===== config.mk =====
export PLATFORM = sky130hd
export DESIGN_NAME = periph_rx_fifo
export DESIGN_NICKNAME = d
export VERILOG_FILES = /design/src/rtl/periph_rx_fifo.sv
export SDC_FILE = /design/constraint.sdc
export NUM_CORES = 1
export LEC_CHECK = 0
export ABC_AREA = 1
export CAP_MARGIN = 10
export CORE_MARGIN = 2
export CORE_UTILIZATION = 50
export DETAILED_ROUTE_END_ITERATION = 10
export PLACE_DENSITY = 0.73
export RECOVER_POWER = 100
export SLEW_MARGIN = 20
export SYNTH_ARGS = -nofsm -noshare
export SYNTH_HDL_FRONTEND = slang
export SYNTH_SLANG_ARGS = --single-unit
export TNS_END_PERCENT = 100

===== constraint.sdc =====
create_clock -name clk -period 4.3 [get_ports clk]
set_input_delay 0.645 -clock clk [delete_from_list [all_inputs] [get_ports clk]]
set_output_delay 0.645 -clock clk [all_outputs]
set_load 0.01 [all_outputs]

===== src/rtl/periph_rx_fifo.sv =====
// periph_rx_fifo: 4-phase send/ack receiver feeding a DEPTH-entry FIFO.
// The consumer side uses a show-ahead read port.
// Optional build macro: PERIPH_RX_PARITY_EN adds the par input and a sticky par_err output.
// When par_err is enabled, words that fail even parity are dropped, but their handshake still completes.
//
// state | meaning
// IDLE  | ack=0; waiting for send=1 and a free slot, then push
// ACK   | ack=1; word taken, waiting for send=0
module periph_rx_fifo #(
  parameter int DATA_W = 16,
  parameter int DEPTH  = 4,
  parameter int CNT_W  = $clog2(DEPTH+1)
) (
  input  logic              clk,
  input  logic              rst,
  input  logic [DATA_W-1:0] dado,
  input  logic              send,
  output logic              ack,
`ifdef PERIPH_RX_PARITY_EN
  input  logic              par,
  output logic              par_err,
`endif
  input  logic              rd_en,
  output logic [DATA_W-1:0] rd_data,
  output logic              empty,
  output logic              full,
  output logic [CNT_W-1:0]  count
);

  localparam int PTR_W = (DEPTH > 1) ? $clog2(DEPTH) : 1;
  localparam logic [PTR_W-1:0] PTR_LAST = PTR_W'(DEPTH - 1);

  typedef enum logic {IDLE = 1'b0, ACK = 1'b1} state_t;

  state_t            state, state_nxt;
  logic [PTR_W-1:0]  wr_ptr, rd_ptr;
  logic [DATA_W-1:0] mem [DEPTH];
  logic              take;
  logic              par_ok;
  logic              wr;
  logic              pop;

`ifdef PERIPH_RX_PARITY_EN
  assign par_ok = ~(^{dado, par});
`else
  assign par_ok = 1'b1;
`endif

  // Handshake next state and push qualification; full uses the pre-edge count.
  always_comb begin
    state_nxt = state;
    take      = 1'b0;
    case (state)
      IDLE: begin
        if (send && !full) begin
          take      = 1'b1;
          state_nxt = ACK;
        end
      end
      ACK: begin
        if (!send) state_nxt = IDLE;
      end
      default: state_nxt = IDLE;
    endcase
  end

  assign wr      = take && par_ok;
  assign pop     = rd_en && !empty;
  assign ack     = (state == ACK);
  assign empty   = (count == '0);
  assign full    = (count == CNT_W'(DEPTH));
  assign rd_data = mem[rd_ptr];

  // State, pointers and occupancy; reset drops any in-flight word.
  always_ff @(posedge clk or posedge rst) begin
    if (rst) begin
      state  <= IDLE;
      wr_ptr <= '0;
      rd_ptr <= '0;
      count  <= '0;
    end else begin
      state <= state_nxt;
      if (wr) wr_ptr <= (wr_ptr == PTR_LAST) ? '0 : wr_ptr + 1'b1;
      if (pop) rd_ptr <= (rd_ptr == PTR_LAST) ? '0 : rd_ptr + 1'b1;
      if (wr && !pop)      count <= count + 1'b1;
      else if (pop && !wr) count <= count - 1'b1;
    end
  end

  // Storage is intentionally not reset; it is only meaningful while non-empty.
  always_ff @(posedge clk) begin
    if (wr) mem[wr_ptr] <= dado;
  end

`ifdef PERIPH_RX_PARITY_EN
  // Sticky parity error; only reset clears it.
  always_ff @(posedge clk or posedge rst) begin
    if (rst)                  par_err <= 1'b0;
    else if (take && !par_ok) par_err <= 1'b1;
  end
`endif

endmodule

==> results of run 1 <==
==> layout make-up <==
class,count,area [µm²]
timing repair buffer,43,418
multi-input combinational,121,793
fill,504,2510
clock buffer,9,124
sequential,72,2120
inverter,50,193
tap,77,96.3
clock inverter,7,95.1
==> routing by layer <==
layer / part of all wire [%] / vias to the layer above
met3: 3.1 / 10
li1: - / 940
met4: 2.4 / 0
met2: 50 / 27
met5: 0 / -
met1: 44 / 890
==> worst min-delay path: stages (launching register included) <==
cell	delay, ns
dfrtp_1	0.36
nand2_1	0.06
nand2_1	0.06
==> per-stage QoR <==
step	util (%)	cell area, µm²	hold slack, ns	total power, mW
2_1_floorplan	-	3280	0.461	1.74
3_3_place_gp	58.1	3690	0.493	2.04
3_5_place_dp	58.1	3690	0.500	2.06
4_1_cts	61.5	3910	0.522	2.65
5_1_grt	60.5	3840	0.543	2.70
6_report	60.5	3840	0.509	2.54
==> cells in the mapped netlist <==
library cell / n
nand3_1: 7
nand4_1: 1
nand2_1: 39
buf_8: 1
o211ai_2: 23
o211ai_1: 9
nand2_2: 26
inv_1: 46
buf_4: 1
buf_6: 3
clkinv_4: 1
fa_1: 1
dfrtp_1: 8
xnor2_1: 1
inv_2: 3
o21ai_0: 1
ha_1: 6
nor2_1: 7
edfxtp_1: 64
buf_12: 3
buf_2: 2
==> state kept, by name, summed over array words and instances, names as in the netlist <==
signal,count
wr_ptr,2
mem,64
rd_ptr,2
count,3
ack,1
==> final timing paths <==
path                            startpoint          end  depth (start not counted)
worst min-delay path                   ack          ack                          2
max in group asynchronous              rst    rd_ptr[0]                          2
worst max register to register    count[0]   mem[1][12]                          4
worst min register to register         ack          ack                          2
worst max-delay path             rd_ptr[0]  rd_data[13]                          5
min in group asynchronous              rst     count[1]                          2
==> cells by family after synthesis <==
| logic type | Yosys count | synth area share, % |
|---|---|---|
| AND/OR/NAND/NOR | 80 | 11.5 |
| adder cells (fa/ha/maj) | 7 | 2.90 |
| flip-flops | 72 | 64.7 |
| XOR/XNOR | 1 | 0.267 |
| buffers and inverters | 60 | 9.72 |
| AO/OA/AOI/OAI | 33 | 11.0 |
==> where the power goes <==
part	switching (mW)	internal (mW)	leakage [nW]	total (mW)
clock network	0.256	0.327	0.110	0.583
registers	0.152	0.896	0.678	1.05
logic	0.475	0.434	0.757	0.909
total	0.882	1.66	1.54	2.54
==> metrics.cfg, run 1 <==
[final_layout]
nets=324
fin_cells=379
final_cell_mix=edfxtp_1, inv_1, nand2_1
final_common_cell=edfxtp_1
area_growth_pct=17.1
drive_gt1_share_pct=19.5
antenna_cells=0

[timing]
finalWorstSetupSlack_ns=0.776
hold_violations=0
max_freq_mhz=284
fin_crit_ns=3.52
relSlewSlack_pct=-0.744
final.setup.tns_ns=0
setup_violations=0
fin_skew_ns=0.0109
finalCritPeriodShare_pct=82.0
worst_pin_slew_ns=1.51
rsz0062_at_grt=no
drv_slew=17

[placement]
dp_hpwl_um=3380
portBuffers=41
gp_congestion=0.769
dp_cells=363
pre_cts_ws_ns=1.51

[worst_setup_path]
critical_path.top_delay_family=buffers and inverters
cp_slowest_cell=dfrtp_2
crit_arrival_ns=2.88
critPathBufInv=2
crit_path_start_kind=flop
slowest_delay_ns=0.91
path_max_fanout=44
path_class=reg -> out
r2r_slack_ns=1.91
critical_path_required_ns=3.65
setup.worst_path.end_class=output pin
crit_chain=clkbuf_1, nand2_1, o211ai_1, nand2_2, dlygate4sd3_1

[global_route]
met1_usage_pct=20.5
grt_overflow_total=0
grt_pass1_vias=1877
grt_busiest_layer=met2
grt_pass1_wl_um=8830
grtUsageMet3_pct=4.18
track_usage_pct=16.3
met2_usage_pct=25.7
grt_antenna_before_repair=0
grt_max_degree=45

[yosys]
yosys.area.top_type=edfxtp_1
seq_area_frac_synth_pct=64.7
synth_area_um2=3280
synth_nets=280
synthTopCellsByArea=edfxtp_1, o211ai_2, dfrtp_1
synth.avg_cell_area_um2=13.0
yosysUniqueCellTypes=21
synth_cells=253
synth_seq_cells=72
synth_top_area_share_pct=58.6
ys_warn_count=0

[power]
peakVddDrop_mv=0.390
p_leak_nw=1.54
p_per_area_nw_per_um2=661

[clock_network]
clockRootBuffer=clkbuf_8
clk_pin_slew_ns=0.07
cts-buffers-inserted=9
cts_resized=0
htreeDepth=3
postCtsSetupRepairBufs=0
cts_tree=done
clock_path_buffers=2
cts_hold_buf=0
cts.sinks=72
clk_latency_ns=0.35

[die]
io_pins=42
die-height_um=85.0
die_x_um=85.0
initial_core_util_pct=51.7
num_rows=29
die-area_um2=7230
coreArea_um2=6350

[route]
postRouteAntennaNets=0
vias=1867
dr.first_iter.drc_count=78
avgViaCountPerCell=4.93
totalWireLength_um=5360
drc_errors=0
wl_per_cell_um=14.1
first_pass_iters=4

[status]
status=complete, but fails checks
violations=capacitance limit, slew limit

[min_path]
hold_class=reg -> reg

[flow_run]
maxCapViolCount=2

Note: power is estimated with default switching activity, not from simulation.
==> run 2: changes to the inputs <==
--- a/config.mk
+++ b/config.mk
@@ -10,7 +10,7 @@
 export CORE_MARGIN = 2
 export CORE_UTILIZATION = 50
 export DETAILED_ROUTE_END_ITERATION = 10
-export PLACE_DENSITY = 0.73
+export PLACE_DENSITY = 0.76
 export RECOVER_POWER = 100
 export SLEW_MARGIN = 20
 export SYNTH_ARGS = -nofsm -noshare
==> constraint.sdc (replaced) <==
create_clock -name clk -period 3.2 [get_ports clk]
set_input_delay 0.48 -clock clk [delete_from_list [all_inputs] [get_ports clk]]
set_output_delay 0.48 -clock clk [all_outputs]
set_load 0.01 [all_outputs]
==> run 2 against run 1 <==
  * The flow now finishes without violations
  * First-iteration DRC count is 17% lower
  * Sequential share of layout area down 0.69 points
  * Critical path depth decreased by 1
  * Clock skew is 0.0043 ns lower
  * Combinational power up 45%
  * Worst setup slack worse by 0.40 ns
  * Worst hold slack improved by 0.0033 ns
==> metrics.cfg, run 2 (synthesis results as in run 1) <==
[status]
status=finished, final reports clean

[timing]
hold_violations=0  ; unchanged
worst_pin_slew_ns=1.09  ; -0.411 ns
setup_violations=0  ; unchanged
fin_crit_ns=2.82
relSlewSlack_pct=27.0  ; +28 points
finalWorstSetupSlack_ns=0.379  ; -0.397 ns
drv_slew=0  ; -17
finalCritPeriodShare_pct=88.2
rsz0062_at_grt=no
final.setup.tns_ns=0  ; unchanged
fin_skew_ns=0.00662  ; -0.00426 ns
max_freq_mhz=354

[die]
die_x_um=85.0  ; unchanged
coreArea_um2=6350  ; unchanged
initial_core_util_pct=51.7  ; unchanged
die-height_um=85.0  ; unchanged
die-area_um2=7230  ; unchanged
num_rows=29  ; unchanged
io_pins=42  ; unchanged

[clock_network]
cts_hold_buf=0  ; unchanged
clk_pin_slew_ns=0.07  ; about the same
cts_resized=0  ; unchanged
cts-buffers-inserted=9  ; unchanged
clockRootBuffer=clkbuf_8
clk_latency_ns=0.33  ; -0.02 ns
postCtsSetupRepairBufs=0  ; unchanged
htreeDepth=3  ; unchanged
clock_path_buffers=2  ; unchanged
cts_tree=done
cts.sinks=72  ; unchanged

[final_layout]
final_cell_mix=edfxtp_1, inv_1, nand2_1
area_growth_pct=18.6
fin_cells=385  ; +1.6%
largest_reg_flops=64  ; unchanged
nFillCells=484  ; -4.0%
regMostFlops=mem
top_regs=mem: 64 flops, count: 3 flops
nets=330  ; +1.9%
antenna_cells=0  ; unchanged
multi_input_comb_area_um2=838  ; +5.7%
seqCellArea_um2=2120  ; unchanged
drive_gt1_share_pct=21.8  ; +2.2 points
final_common_cell=edfxtp_1

[global_route]
grt_overflow_total=0  ; unchanged
grt_pass1_wl_um=8800  ; -0.32%
track_usage_pct=16.2  ; -0.087 points
grt_max_degree=37  ; -18%
grt_pass1_vias=1884  ; +0.37%
grt_antenna_before_repair=0  ; unchanged

[route]
avgViaCountPerCell=4.88  ; -1.0%
wl_per_cell_um=13.9  ; -1.5%
drc_errors=0  ; unchanged
postRouteAntennaNets=0  ; unchanged
vias=1877  ; +0.54%
dr.first_iter.drc_count=65  ; -17%
totalWireLength_um=5360  ; about the same
first_pass_iters=4  ; unchanged

[worst_setup_path]
slowest_delay_ns=0.87  ; -0.04 ns
ff2ff_path_depth=5  ; +1
r2r_end=mem[3][2]
cp_slowest_cell=dfrtp_2
reg2reg_from=count[0]
crit_start=rd_ptr[0]
path_max_fanout=36  ; -18%
crit_chain=clkbuf_2, o211ai_2, nand2_1, clkdlybuf4s50_1
r2r_slack_ns=0.92  ; -0.99 ns
crit_path_start_kind=flop
critical_path_required_ns=2.72  ; -0.93 ns
path_class=reg -> out
crit_arrival_ns=2.34  ; -0.54 ns
setup.worst_path.end_class=output pin
cp-endpoint=rd_data[5]

[min_path]
hold_class=reg -> reg
holdPathStages=2  ; unchanged

[placement]
pre_cts_ws_ns=0.781  ; -0.733 ns
dp_cells=369  ; +1.7%
dp_hpwl_um=3660  ; +8.4%
portBuffers=41  ; unchanged
gp_congestion=0.721  ; -6.2%

[power]
p_leak_nw=1.58  ; +2.2%
p_per_area_nw_per_um2=862  ; +30%
peakVddDrop_mv=0.482  ; +24%

[flow_run]
maxCapViolCount=0  ; -2

-- run 2: cell types whose count changed in the layout (fill, tap and decap cells not counted), sizes merged --
cell and delta:
dlygate4sd3 +8, bufinv -1, clkinvlp -1, inv -1
clkdlybuf4s50 -8, clkbuf +6, buf +2, clkinv +1
-- run 2: final cells by class --
class / instances / area share, %
Clock inverter: 5 / 1.22
Clock buffer: 11 / 3.38
Timing Repair Buffer: 49 / 11.9
Inverter: 50 / 4.95
Tap cell: 77 / 2.48
Multi-Input combinational cell: 121 / 21.5
Sequential cell: 72 / 54.6
-- run 2: worst min-delay path by stage --
stage          startpoint        end
2_1_floorplan         rst        ack
3_3_place_gp     count[2]   count[2]
3_5_place_dp          ack        ack
4_1_cts               rst  wr_ptr[0]
5_1_grt               ack        ack
6_report              ack        ack
-- run 2: worst max-delay path: cells and delay by family (launching register included) --
family          cells  cell delay [ns]
compound gates      1             0.12
buf+inv             2             0.94
flops               1             0.87
simple gates        1             0.08
-- run 2: per-stage QoR --
step | util [%] | instance area, µm² | total power, mW | hold slack (ns)
CTS | 61.7 | 3920 | 3.48 | 0.398
detailed placement | 58.9 | 3740 | 2.81 | 0.498
global route | 61.3 | 3890 | 3.57 | 0.528
floorplan | - | 3280 | 2.33 | 0.296
global placement | 58.9 | 3740 | 2.78 | 0.506
finish | 61.3 | 3890 | 3.36 | 0.512
-- run 2: metal layers --
| layer | global-route usage (%) | vias up | share of wire (%) |
|---|---|---|---|
| met4 | 7.22 | 0 | 1.7 |
| met3 | 4.67 | 9 | 3.2 |
| met2 | 26.7 | 30 | 50 |
| met1 | 20.0 | 882 | 45 |
| li1 | - | 956 | - |
| met5 | 0 | - | 0 |
-- run 2: where the power goes --
group	internal, mW	leakage, nW	switching [mW]
Sequential	1.20	0.678	0.172
Clock	0.353	0.0922	0.307
Combinational	0.610	0.808	0.710
